## config.mk

```make
export PLATFORM = sky130hd
export DESIGN_NAME = perm_scrambler_gen
export DESIGN_NICKNAME = d
export VERILOG_FILES = /design/src/rtl/perm_scrambler_gen.sv
export SDC_FILE = /design/constraint.sdc
export NUM_CORES = 1
export LEC_CHECK = 0
export CAP_MARGIN = 0
export CORE_MARGIN = 2
export CORE_UTILIZATION = 40
export DETAILED_ROUTE_END_ITERATION = 10
export GPL_TIMING_DRIVEN = 0
export HOLD_SLACK_MARGIN = 0.08
export PLACE_DENSITY_LB_ADDON = 0.08
export SLEW_MARGIN = 20
export SYNTH_ARGS = -nofsm -noshare
export SYNTH_HDL_FRONTEND = slang
export SYNTH_SLANG_ARGS = --single-unit
```

## constraint.sdc

```tcl
create_clock -name clk -period 4.85 [get_ports clk]
set_input_delay 1.2125 -clock clk [delete_from_list [all_inputs] [get_ports clk]]
set_output_delay 1.2125 -clock clk [all_outputs]
set_load 0.02 [all_outputs]
```

## src/rtl/perm_scrambler_gen.sv

```systemverilog
// perm_scrambler_gen: builds an N-slot permutation of 0..N-1 in one of four
// modes (identity, LFSR Fisher-Yates shuffle, rotate, reverse), then runs a
// sequential uniqueness check over the slots before presenting the result.
//
// Handshake timing: the FSM state advances on the accepting edge, and the
// status outputs (busy/done/valid/err) are registered from the state, so they
// trail the state by one cycle. For the fixed modes this places busy over
// cycles 1..N+1 and the single done pulse in cycle N+2 after the accepting edge.
//
//   state     | meaning
//   ----------+------------------------------------------------------------
//   S_IDLE    | waiting for ready; result and verdict held
//   S_LOAD    | slots written from latched mode/index; LFSR mixed in mode 01
//   S_SHUFFLE | one Fisher-Yates step per cycle, rejecting candidates > ptr
//   S_CHECK   | one slot per cycle against the seen mask, N cycles
//   S_DONE    | verdict latched; outputs report done/valid next cycle

module perm_scrambler_gen #(
   parameter int          N    = 6,
   parameter int          W    = 3,
   parameter logic [15:0] SEED = 16'hACE1
) (
   input  logic           clk,
   input  logic           rst,
   input  logic           ready,
   input  logic [1:0]     mode,
   input  logic [W-1:0]   index,
   output logic [N*W-1:0] perm,
   output logic           busy,
   output logic           done,
   output logic           valid,
   output logic           err
);

   typedef enum logic [2:0] {
      S_IDLE,
      S_LOAD,
      S_SHUFFLE,
      S_CHECK,
      S_DONE
   } state_t;

   localparam logic [1:0] M_IDENT   = 2'b00;
   localparam logic [1:0] M_SHUFFLE = 2'b01;
   localparam logic [1:0] M_ROTATE  = 2'b10;
   localparam logic [1:0] M_REVERSE = 2'b11;

   state_t        state;
   logic [1:0]    mode_q;
   logic [W-1:0]  index_q;
   logic [15:0]   lfsr;
   logic [W-1:0]  slot [N];
   logic [W-1:0]  ptr;
   logic [W-1:0]  cnt;
   logic [N-1:0]  seen;
   logic          err_acc;

   logic [W-1:0]  rot;
   logic [W-1:0]  load_val [N];
   logic [15:0]   lfsr_step;
   logic [15:0]   lfsr_mix;
   logic [W-1:0]  cand;
   logic [W-1:0]  chk_val;
   logic          chk_bad;
   logic [N-1:0]  seen_set;

   // Rotate amount reduced mod N, and the per-slot value LOAD will write.
   always_comb begin
      rot = W'(32'(index_q) % N);
      for (int k = 0; k < N; k++) begin
         load_val[k] = W'(k);
         case (mode_q)
            M_IDENT, M_SHUFFLE: load_val[k] = W'(k);
            M_ROTATE: begin
               if ((32'(k) + 32'(rot)) >= 32'(N))
                  load_val[k] = W'(32'(k) + 32'(rot) - 32'(N));
               else
                  load_val[k] = W'(32'(k) + 32'(rot));
            end
            M_REVERSE: load_val[k] = W'(N - 1 - k);
            default:   load_val[k] = W'(k);
         endcase
      end
   end

   // Galois LFSR step, index mix-in with the all-zero lockup state avoided,
   // and the shuffle candidate taken from the pre-step value.
   always_comb begin
      lfsr_step = {1'b0, lfsr[15:1]} ^ (lfsr[0] ? 16'hB400 : 16'h0000);
      lfsr_mix  = lfsr ^ 16'(index_q);
      if (lfsr_mix == 16'h0000)
         lfsr_mix = SEED;
      cand = lfsr[W-1:0];
   end

   // Checker datapath: out-of-range or repeated values flag an error.
   always_comb begin
      chk_val  = slot[cnt];
      seen_set = seen;
      chk_bad  = 1'b0;
      if (32'(chk_val) >= 32'(N))
         chk_bad = 1'b1;
      for (int j = 0; j < N; j++) begin
         if (32'(chk_val) == 32'(j)) begin
            if (seen[j])
               chk_bad = 1'b1;
            seen_set[j] = 1'b1;
         end
      end
   end

   // Flatten the slot array onto the result bus.
   always_comb begin
      perm = '0;
      for (int k = 0; k < N; k++)
         perm[k*W +: W] = slot[k];
   end

   // Sequencer, slot storage, LFSR and registered status outputs.
   always_ff @(posedge clk or negedge rst) begin
      if (!rst) begin
         state   <= S_IDLE;
         mode_q  <= M_IDENT;
         index_q <= '0;
         lfsr    <= SEED;
         ptr     <= '0;
         cnt     <= '0;
         seen    <= '0;
         err_acc <= 1'b0;
         busy    <= 1'b0;
         done    <= 1'b0;
         valid   <= 1'b0;
         err     <= 1'b0;
         for (int k = 0; k < N; k++)
            slot[k] <= W'(k);
      end else begin
         busy <= (state == S_LOAD) || (state == S_SHUFFLE) || (state == S_CHECK);
         done <= (state == S_DONE);
         if (state == S_DONE) begin
            valid <= 1'b1;
            err   <= err_acc;
         end

         case (state)
            S_IDLE: begin
               if (ready) begin
                  mode_q  <= mode;
                  index_q <= index;
                  valid   <= 1'b0;
                  state   <= S_LOAD;
               end
            end

            S_LOAD: begin
               for (int k = 0; k < N; k++)
                  slot[k] <= load_val[k];
               ptr     <= W'(N - 1);
               cnt     <= '0;
               seen    <= '0;
               err_acc <= 1'b0;
               if (mode_q == M_SHUFFLE) begin
                  lfsr  <= lfsr_mix;
                  state <= S_SHUFFLE;
               end else begin
                  state <= S_CHECK;
               end
            end

            S_SHUFFLE: begin
               lfsr <= lfsr_step;
               if (cand <= ptr) begin
                  // Both writes target the same slot when cand == ptr, which
                  // leaves the value in place.
                  slot[ptr]  <= slot[cand];
                  slot[cand] <= slot[ptr];
                  ptr        <= ptr - W'(1);
                  if (ptr == W'(1))
                     state <= S_CHECK;
               end
            end

            S_CHECK: begin
               if (chk_bad)
                  err_acc <= 1'b1;
               seen <= seen_set;
               cnt  <= cnt + W'(1);
               if (cnt == W'(N - 1))
                  state <= S_DONE;
            end

            S_DONE: begin
               state <= S_IDLE;
            end

            default: begin
               state <= S_IDLE;
            end
         endcase
      end
   end

endmodule

```

# == Word level (Yosys, flattened, before mapping) ==
# Index checks and enable logic that the tools add are counted.
# totals
ff_bits,59
out_inout_bits,22
# op_classes
add_sub_neg,13
div_mod_pow,1
magnitude_cmp,13
n_eq_ne,26
n_mux,67
bitwise_logic,5
reduce_logical,22
# ops
op,count
$mux W3,19
$pmux W3 S3,6
$mux W16,3
$bwmux W18,2
$pmux W18 S2,1
$mod A3 B3 Y32 const B,1
$pmux W16 S2,1
$bmux W3 S3,3
$mux W1,24
$ge A4 B3 Y1 const B,5
$reduce_and A2 Y1,10
$demux W3 S3,2
$mux W18,1
$sub A3 B3 Y3 const B,6
$logic_not A16 Y1,1
$ne A2 B2 Y1 const B,8
$xor A15 B16 Y16,1
$xor A16 B3 Y16,1
$eq A3 B2 Y1 const B,4
$eq A3 B3 Y1 const B,4
$ge A4 B4 Y1 const B,3
$not A3 Y4,3
$pmux W3 S2,2
$pmux W3 S4,1
21 further kinds,35

# == Depth between registers and ports, before layout ==
# Gate-level depths: netlist of the first run.
# depth
depth_word,20
depth_mapped,11
depth_no_buf,9

# == Worst setup path after synthesis of the first run ==
# OpenSTA, ideal clock, no wires.
# synth_path
path_kind,reg2reg
startpoint,register ptr[1]
endpoint,register slot (netlist bit perm[0])
setup_time_ns,0.125
arrival_ns,2.344
required_time_ns,4.725
slack_ns,2.381
stages_incl_launch_ff,10
path_buffers,1
period_less_slack_ns,2.469
cell_sequence,dfrtp_1 > clkbuf_1 > inv_1 > ha_1 > nor2b_1 > o21a_1 > o21ai_2 > a21oi_2 > nor3_2 > mux2_2
# synth_via
elab_chain_cells,9
elab_cells_between_ends,16
# synth_lines
element,line_no,text
start: declaration,53,logic [W-1:0] ptr;
start signal: assignment,157,ptr <= W'(N - 1);
start signal: assignment,176,ptr <= ptr - W'(1);
$not A3 Y4 (not written as such),"174, 175",
$ge A4 B4 Y1 (not written as such) / $lt A4 B1 Y1 (equally long branches),174,slot[ptr] <= slot[cand];
$logic_and A1 B1 Y1 (not written as such),174,
$mux W3 (not written as such),174,
$demux W3 S3,174,
$bwmux W18,174,
$bwmux W18,175,slot[cand] <= slot[ptr];
$mux W18,171,if (cand <= ptr) begin
$pmux W18 S2,144,case (state)
end signal: indexed assignment,156,slot[k] <= load_val[k];
end signal: indexed assignment,174,
end signal: indexed assignment,175,
end: declaration,52,logic [W-1:0] slot [N];
# Several ways; a longest one is shown, not always the timed one. The select of a mux whose other input is x is not followed.
# A chain may end at the register's enable or synchronous reset.

# == Worst setup path after layout of the first run ==
# layout_path
startpoint,register ptr[1]
endpoint,register slot (netlist bit perm[16])
# Same word-level chain as after synthesis.

==> impl_metrics.csv, run 1 <==
group,metric,value,unit
min_path,holdCritStartpoint,"perm[17]",
worst_setup_path,path_delay_family,"compound AO/OA/AOI/OAI gates",
synth,synth_edf_count,0,
floorplanning,die_w,105,µm
route,drtIter0Drc,207,
clock_tree,hold_buffers,0,
timing,holdWs,0.497,ns
floorplanning,die-area,11100,µm²
synth,async_reset_ff_share,100,%
synth,ys_ff_latch,59,
clock_tree,cts_buffers,9,
synth,syn_nets,463,
worst_setup_path,crit_path_max_fanout,10,
timing,clock_skew,0.0195,ns
timing,slew_viol_final,0,
floorplanning,row_count,36,
timing,rsz0062_at_grt,"no",
worst_setup_path,crit_required,5.09,ns
layout,fin_area,4800,µm²
synth,synth_seq_area_share,36.5,%
timing,period_minus_slack,3.01,ns
layout,nFillCells,927,
route,final_antenna_net_count,0,
worst_setup_path,arrival,3.25,ns
clock_tree,cts_htree_levels,3,
layout,syn_to_final_growth,17.0,%
synth,yosysUniqueCellTypes,65,
timing,fin_setup_tns,0,ns
timing,relSlewSlack,53.9,%
synth,synth.area.top_cells,"dfrtp_1, dfstp_2, mux2_2",
synth,postSynthAreaPerCell,9.26,µm²
worst_setup_path,reg2reg_from,"ptr[1]",
synth,synthTopCellsByCount,"dfrtp_1, nor2_1, a21oi_1",
power,power_density,847,nW/µm²
clock_tree,insertion_delay,0.36,ns
worst_setup_path,max_stage_delay,0.42,ns
route,drc,0,
worst_setup_path,path_cells,"clkbuf_1, inv_1, ha_1, nor2b_1, o21a_1, o21ai_2, a21oi_2, nor3_2, mux2_2",
synth,synth_top_cell_by_area,"dfrtp_1",
clock_tree,cts_setup_buffers,0,
route,via_per_inst,5.71,
route,routed_wl,12000,µm
layout,nNetsFinal,504,
worst_setup_path,crit_type,"reg2reg",
layout,antennaDiodeCount,0,
floorplanning,core_area,9860,µm²
clock_tree,post_cts_resized,0,
floorplanning,initial_utilization,41.6,%
layout,fin_util,48.6,%
clock_tree,clk_path_buf_depth,2,
placement,port_buffers,29,
power,p_int,2.14,mW
power,net-switching-power,1.93,mW
layout,register_area,1500,µm²
timing,fmax,0.333,GHz
worst_setup_path,cp_num_buf_inv,2,
flow_run,max_cap_violations,0,
timing,hold_violations,0,
placement,dp_hpwl,9050,µm
worst_setup_path,worst-r2r-setup-slack,1.84,ns
global_routing,antenna_found_initial,0,
global_routing,grt-ovfl-total,0,
placement,gp_congestion,0.884,
synth,yosysTopAreaCellShare,26.8,%
floorplanning,die_h,105,µm
timing,finalCritPeriodShare,62.0,%
min_path,min_to,"perm[17]",
worst_setup_path,worstSetupEndpointType,"flip-flop",
synth,synth_area,4100,µm²
layout,multiInputGateArea,2380,µm²
global_routing,grt_util_all_layers,22.7,%
clock_tree,clock-root-buffer,"clkbuf_8",
synth,syn_inst,443,
global_routing,grt_pass1_vias,3478,
status,status,"complete, no violations",
worst_setup_path,reg2reg_to,"perm[16]",
power,seqPwrFrac,25.1,%
timing,finalSetupViolCount,0,
worst_setup_path,critPathLaunchType,"flip-flop",
power,clockPowerShare,12.9,%
global_routing,grt_max_degree,39,
route,wl_per_cell,19.3,µm
synth,synth_flop_cell,"dfrtp_1",
power,power,4.06,mW
power,combPwrFrac,62.0,%
worst_setup_path,cp_slowest_cell,"clkbuf_1",
clock_tree,cts_tree,"yes",
floorplanning,ios,30,
clock_tree,clkTransAtPathRegs,0.07,ns
min_path,worstHoldPathType,"reg2reg",
power,peakVddDrop,0.000296,V
power,p_leak,1.98,nW
power,swShare,47.4,%
global_routing,grt_pass1_wl,19400,µm
timing,worst_pin_slew,0.691,ns
route,drtPass1Iterations,5,
clock_tree,cts_sinks,59,
route,via_count,3549,
synth,yosysWarnings,0,
placement,post_dp_cell_area,4580,µm²
min_path,hold_depth,2,
worst_setup_path,reg2reg_depth,9,
layout,drive_gt1_share,17.8,%
## layout make-up
| class | count | share of cell area, % |
|---|---|---|
| clock buffers | 14 | 3.39 |
| multi-input cells | 336 | 49.6 |
| flip-flops and latches | 59 | 31.2 |
| inverters | 18 | 1.41 |
| clock inverters | 2 | 1.25 |
| well taps | 133 | 3.47 |
| plain buffers | 30 | 3.34 |
| repair buffers | 30 | 6.41 |
## power by group through the flow
stage / sequential [mW] / combinational [mW] / clock, mW
after global placement: 1.02 / 2.47 / 0
final: 1.02 / 2.52 / 0.523
after detailed placement: 1.03 / 2.49 / 0
after floorplan: 1.02 / 1.75 / 0
after global routing: 1.06 / 2.75 / 0.548
after CTS: 1.02 / 2.51 / 0.534
## stage by stage
stage	worst slack [ns]	instances
after floorplan	2.38	443
after detailed placement	1.87	606
final	1.84	622
after global routing	1.66	622
after global placement	0.578	605
after CTS	1.86	622
## registers in the layout, indices dropped and copies added, names as in the netlist
signal   flops
busy         1
cnt          3
done         1
err          1
err_acc      1
index_q      3
lfsr        16
mode_q       2
perm        18
ptr          3
seen         6
state        3
valid        1
## worst max-delay path by stage
stage	slack [ns]	cells past startpoint	from	endpoint
after global routing	1.66	9	ptr[1]	perm[13]
after detailed placement	1.87	9	ptr[1]	perm[16]
after CTS	1.86	9	ptr[1]	perm[16]
after floorplan	2.38	9	ptr[1]	perm[0]
final	1.84	9	ptr[1]	perm[16]
after global placement	0.58	1	rst	lfsr[2]
## layout by cell type, fill, tap and decap left out, types with 14 or more instances in the layout
cell type | synthesis | final
mux2_2 | 19 | 19
inv_1 | 17 | 17
nor2b_1 | 14 | 14
nor2_1 | 44 | 44
clkbuf_1 | 14 | 17
a21oi_1 | 35 | 35
o21ai_0 | 17 | 17
dfstp_2 | 15 | 15
clkdlybuf4s50_1 | 0 | 28
nand2_1 | 32 | 32
dfrtp_1 | 44 | 44
## kinds of logic after synthesis
family,synth area share (%)
AND/OR/NAND/NOR,19.2
AO/OA/AOI/OAI,20.6
flip-flops,36.5
buffers and inverters,5.55
multiplexers,12.6
adder cells (fa/ha/maj),3.66
XOR/XNOR,1.92
## worst min-delay path: stages, from the launching register on
cell and delay (ns):
dfstp_2 0.39, inv_1 0.05, mux2i_1 0.05
## metal layers
metal  share of wire [%]  track usage, %
met4                 1.3            6.76
met1                  49            32.8
met5                   0               0
met3                 3.5            3.28
met2                  46            35.2
Note: power is estimated with default switching activity, not from simulation.
==> run 2: changes to the inputs <==
==> constraint.sdc (replaced) <==
create_clock -name clk -period 2.88 [get_ports clk]
set_input_delay 0.72 -clock clk [delete_from_list [all_inputs] [get_ports clk]]
set_output_delay 0.72 -clock clk [all_outputs]
set_load 0.02 [all_outputs]
==> impl_metrics.csv, run 2 (synthesis gave the netlist of run 1 again) <==
group,metric,value,unit
layout,multiInputGateArea,2380,µm²
global_routing,grt_max_degree,39,
route,wl_met3,561,µm
clock_tree,clkTransAtPathRegs,0.07,ns
worst_setup_path,worst-r2r-setup-slack,0.19,ns
layout,register_area,1500,µm²
clock_tree,clock-root-buffer,"clkbuf_8",
power,power,6.85,mW
timing,relSlewSlack,55.0,%
clock_tree,cts_buffers,9,
timing,rsz0062_at_grt,"no",
worst_setup_path,worstSetupEndpointType,"flip-flop",
layout,mostFrequentLayoutCells,"nor2_1, dfrtp_1, a21oi_1",
layout,nFillCells,928,
worst_setup_path,arrival,2.93,ns
power,p_leak,1.98,nW
route,via_count,3587,
clock_tree,insertion_delay,0.36,ns
timing,worst_pin_slew,0.674,ns
route,met2_wirelength,5380,µm
placement,gp_congestion,0.884,
status,status,"complete, no violations",
global_routing,grt_util_all_layers,22.7,%
worst_setup_path,path_cells,"buf_2, inv_1, ha_1, o21a_1, o21ai_2, a21oi_2, nor3_2, mux2_2",
floorplanning,die_h,105,µm
floorplanning,initial_utilization,41.6,%
timing,fin_setup_tns,0,ns
floorplanning,core_area,9860,µm²
placement,dp_slack,-0.103,ns
floorplanning,die_w,105,µm
global_routing,grt_pass1_vias,3467,
worst_setup_path,reg2reg_from,"ptr[2]",
worst_setup_path,crit_type,"reg2reg",
layout,syn_to_final_growth,17.0,%
global_routing,antenna_found_initial,0,
worst_setup_path,cp_slowest_cell,"dfrtp_1",
placement,port_buffers,29,
route,drc,0,
route,met1_length,5800,µm
timing,finalCritPeriodShare,93.5,%
clock_tree,hold_buffers,0,
route,top_layer,"met4",
floorplanning,die-area,11100,µm²
timing,period_minus_slack,2.69,ns
placement,dp_hpwl,9050,µm
worst_setup_path,reg2reg_depth,8,
clock_tree,clk_path_buf_depth,2,
worst_setup_path,crit_required,3.12,ns
worst_setup_path,crit_path_max_fanout,10,
timing,setup_ws,0.188,ns
timing,slew_viol_final,0,
route,drtIter0Drc,197,
floorplanning,row_count,36,
global_routing,grt_pass1_wl,19400,µm
layout,fin_util,48.7,%
route,wl_per_cell,19.3,µm
route,drtPass1Iterations,5,
layout,antennaDiodeCount,0,
layout,drive_gt1_share,18.6,%
layout,largest_reg_flops,18,
clock_tree,cts_setup_buffers,0,
clock_tree,cts_sinks,59,
layout,nNetsFinal,503,
min_path,worstHoldPathType,"in2async",
timing,holdWs,0.251,ns
flow_run,max_cap_violations,0,
global_routing,grt-ovfl-total,0,
power,power_density,1430,nW/µm²
layout,layout_commonest_cell,"nor2_1",
worst_setup_path,max_stage_delay,0.41,ns
clock_tree,cts_tree,"yes",
timing,fmax,0.371,GHz
floorplanning,ios,30,
worst_setup_path,reg2reg_to,"perm[16]",
timing,finalSetupViolCount,0,
power,peakVddDrop,0.000496,V
route,routed_wl,12000,µm
route,via_per_inst,5.78,
route,final_antenna_net_count,0,
timing,clock_skew,0.0168,ns
worst_setup_path,critPathLaunchType,"flip-flop",
timing,hold_violations,0,
clock_tree,cts_htree_levels,3,
## run 2: power by group
group,total (mW),switching (mW),internal [mW]
clock,0.880,0.343,0.536
combinational,4.23,2.46,1.77
sequential,1.74,0.434,1.30
## run 2: worst max-delay path by stage
stage	end	depth (start not counted)	slack, ns	start
after global placement	lfsr[2]	1	-0.90	rst
after floorplan	perm[0]	9	0.41	ptr[1]
after global routing	perm[13]	8	0.01	ptr[2]
final	perm[16]	8	0.19	ptr[2]
after CTS	perm[16]	8	0.09	ptr[1]
after detailed placement	perm[16]	9	-0.10	ptr[1]
## run 2: cell type report
| class | count | area share, % |
|---|---|---|
| Multi-Input combinational cell | 336 | 49.6 |
| Tap cell | 133 | 3.47 |
| Clock inverter | 2 | 1.25 |
| Buffer | 29 | 3.31 |
| Timing Repair Buffer | 30 | 6.41 |
| Inverter | 18 | 1.41 |
| Clock buffer | 14 | 3.39 |
| Sequential cell | 59 | 31.2 |
## run 2: through the flow
| stage | cells | cell area [µm²] |
|---|---|---|
| final | 621 | 4800 |
| after global routing | 621 | 4800 |
| after CTS | 621 | 4790 |
| after detailed placement | 606 | 4580 |
| after global placement | 605 | 4560 |
| after floorplan | 443 | 4100 |
## run 2: worst max-delay path, delay by kind of cell (launching register included)
| kind | cells | cell delay, ns |
|---|---|---|
| AO/OA/AOI/OAI | 3 | 0.64 |
| adder cells (fa/ha/maj) | 1 | 0.32 |
| buffers and inverters | 2 | 0.41 |
| flip-flops | 1 | 0.41 |
| multiplexers | 1 | 0.38 |
| AND/OR/NAND/NOR | 1 | 0.41 |
## run 2: timing repair
action,CTS,global route
pin swaps,0,0
setup endpoints to repair,12,12
gates resized for setup,0,6
## run 2: per-layer routing
metal | global-route usage (%) | vias to the layer above
met5 | 0 | -
li1 | - | 1708
met2 | 35.0 | 103
met1 | 32.9 | 1753
met3 | 3.28 | 23
met4 | 6.86 | 0
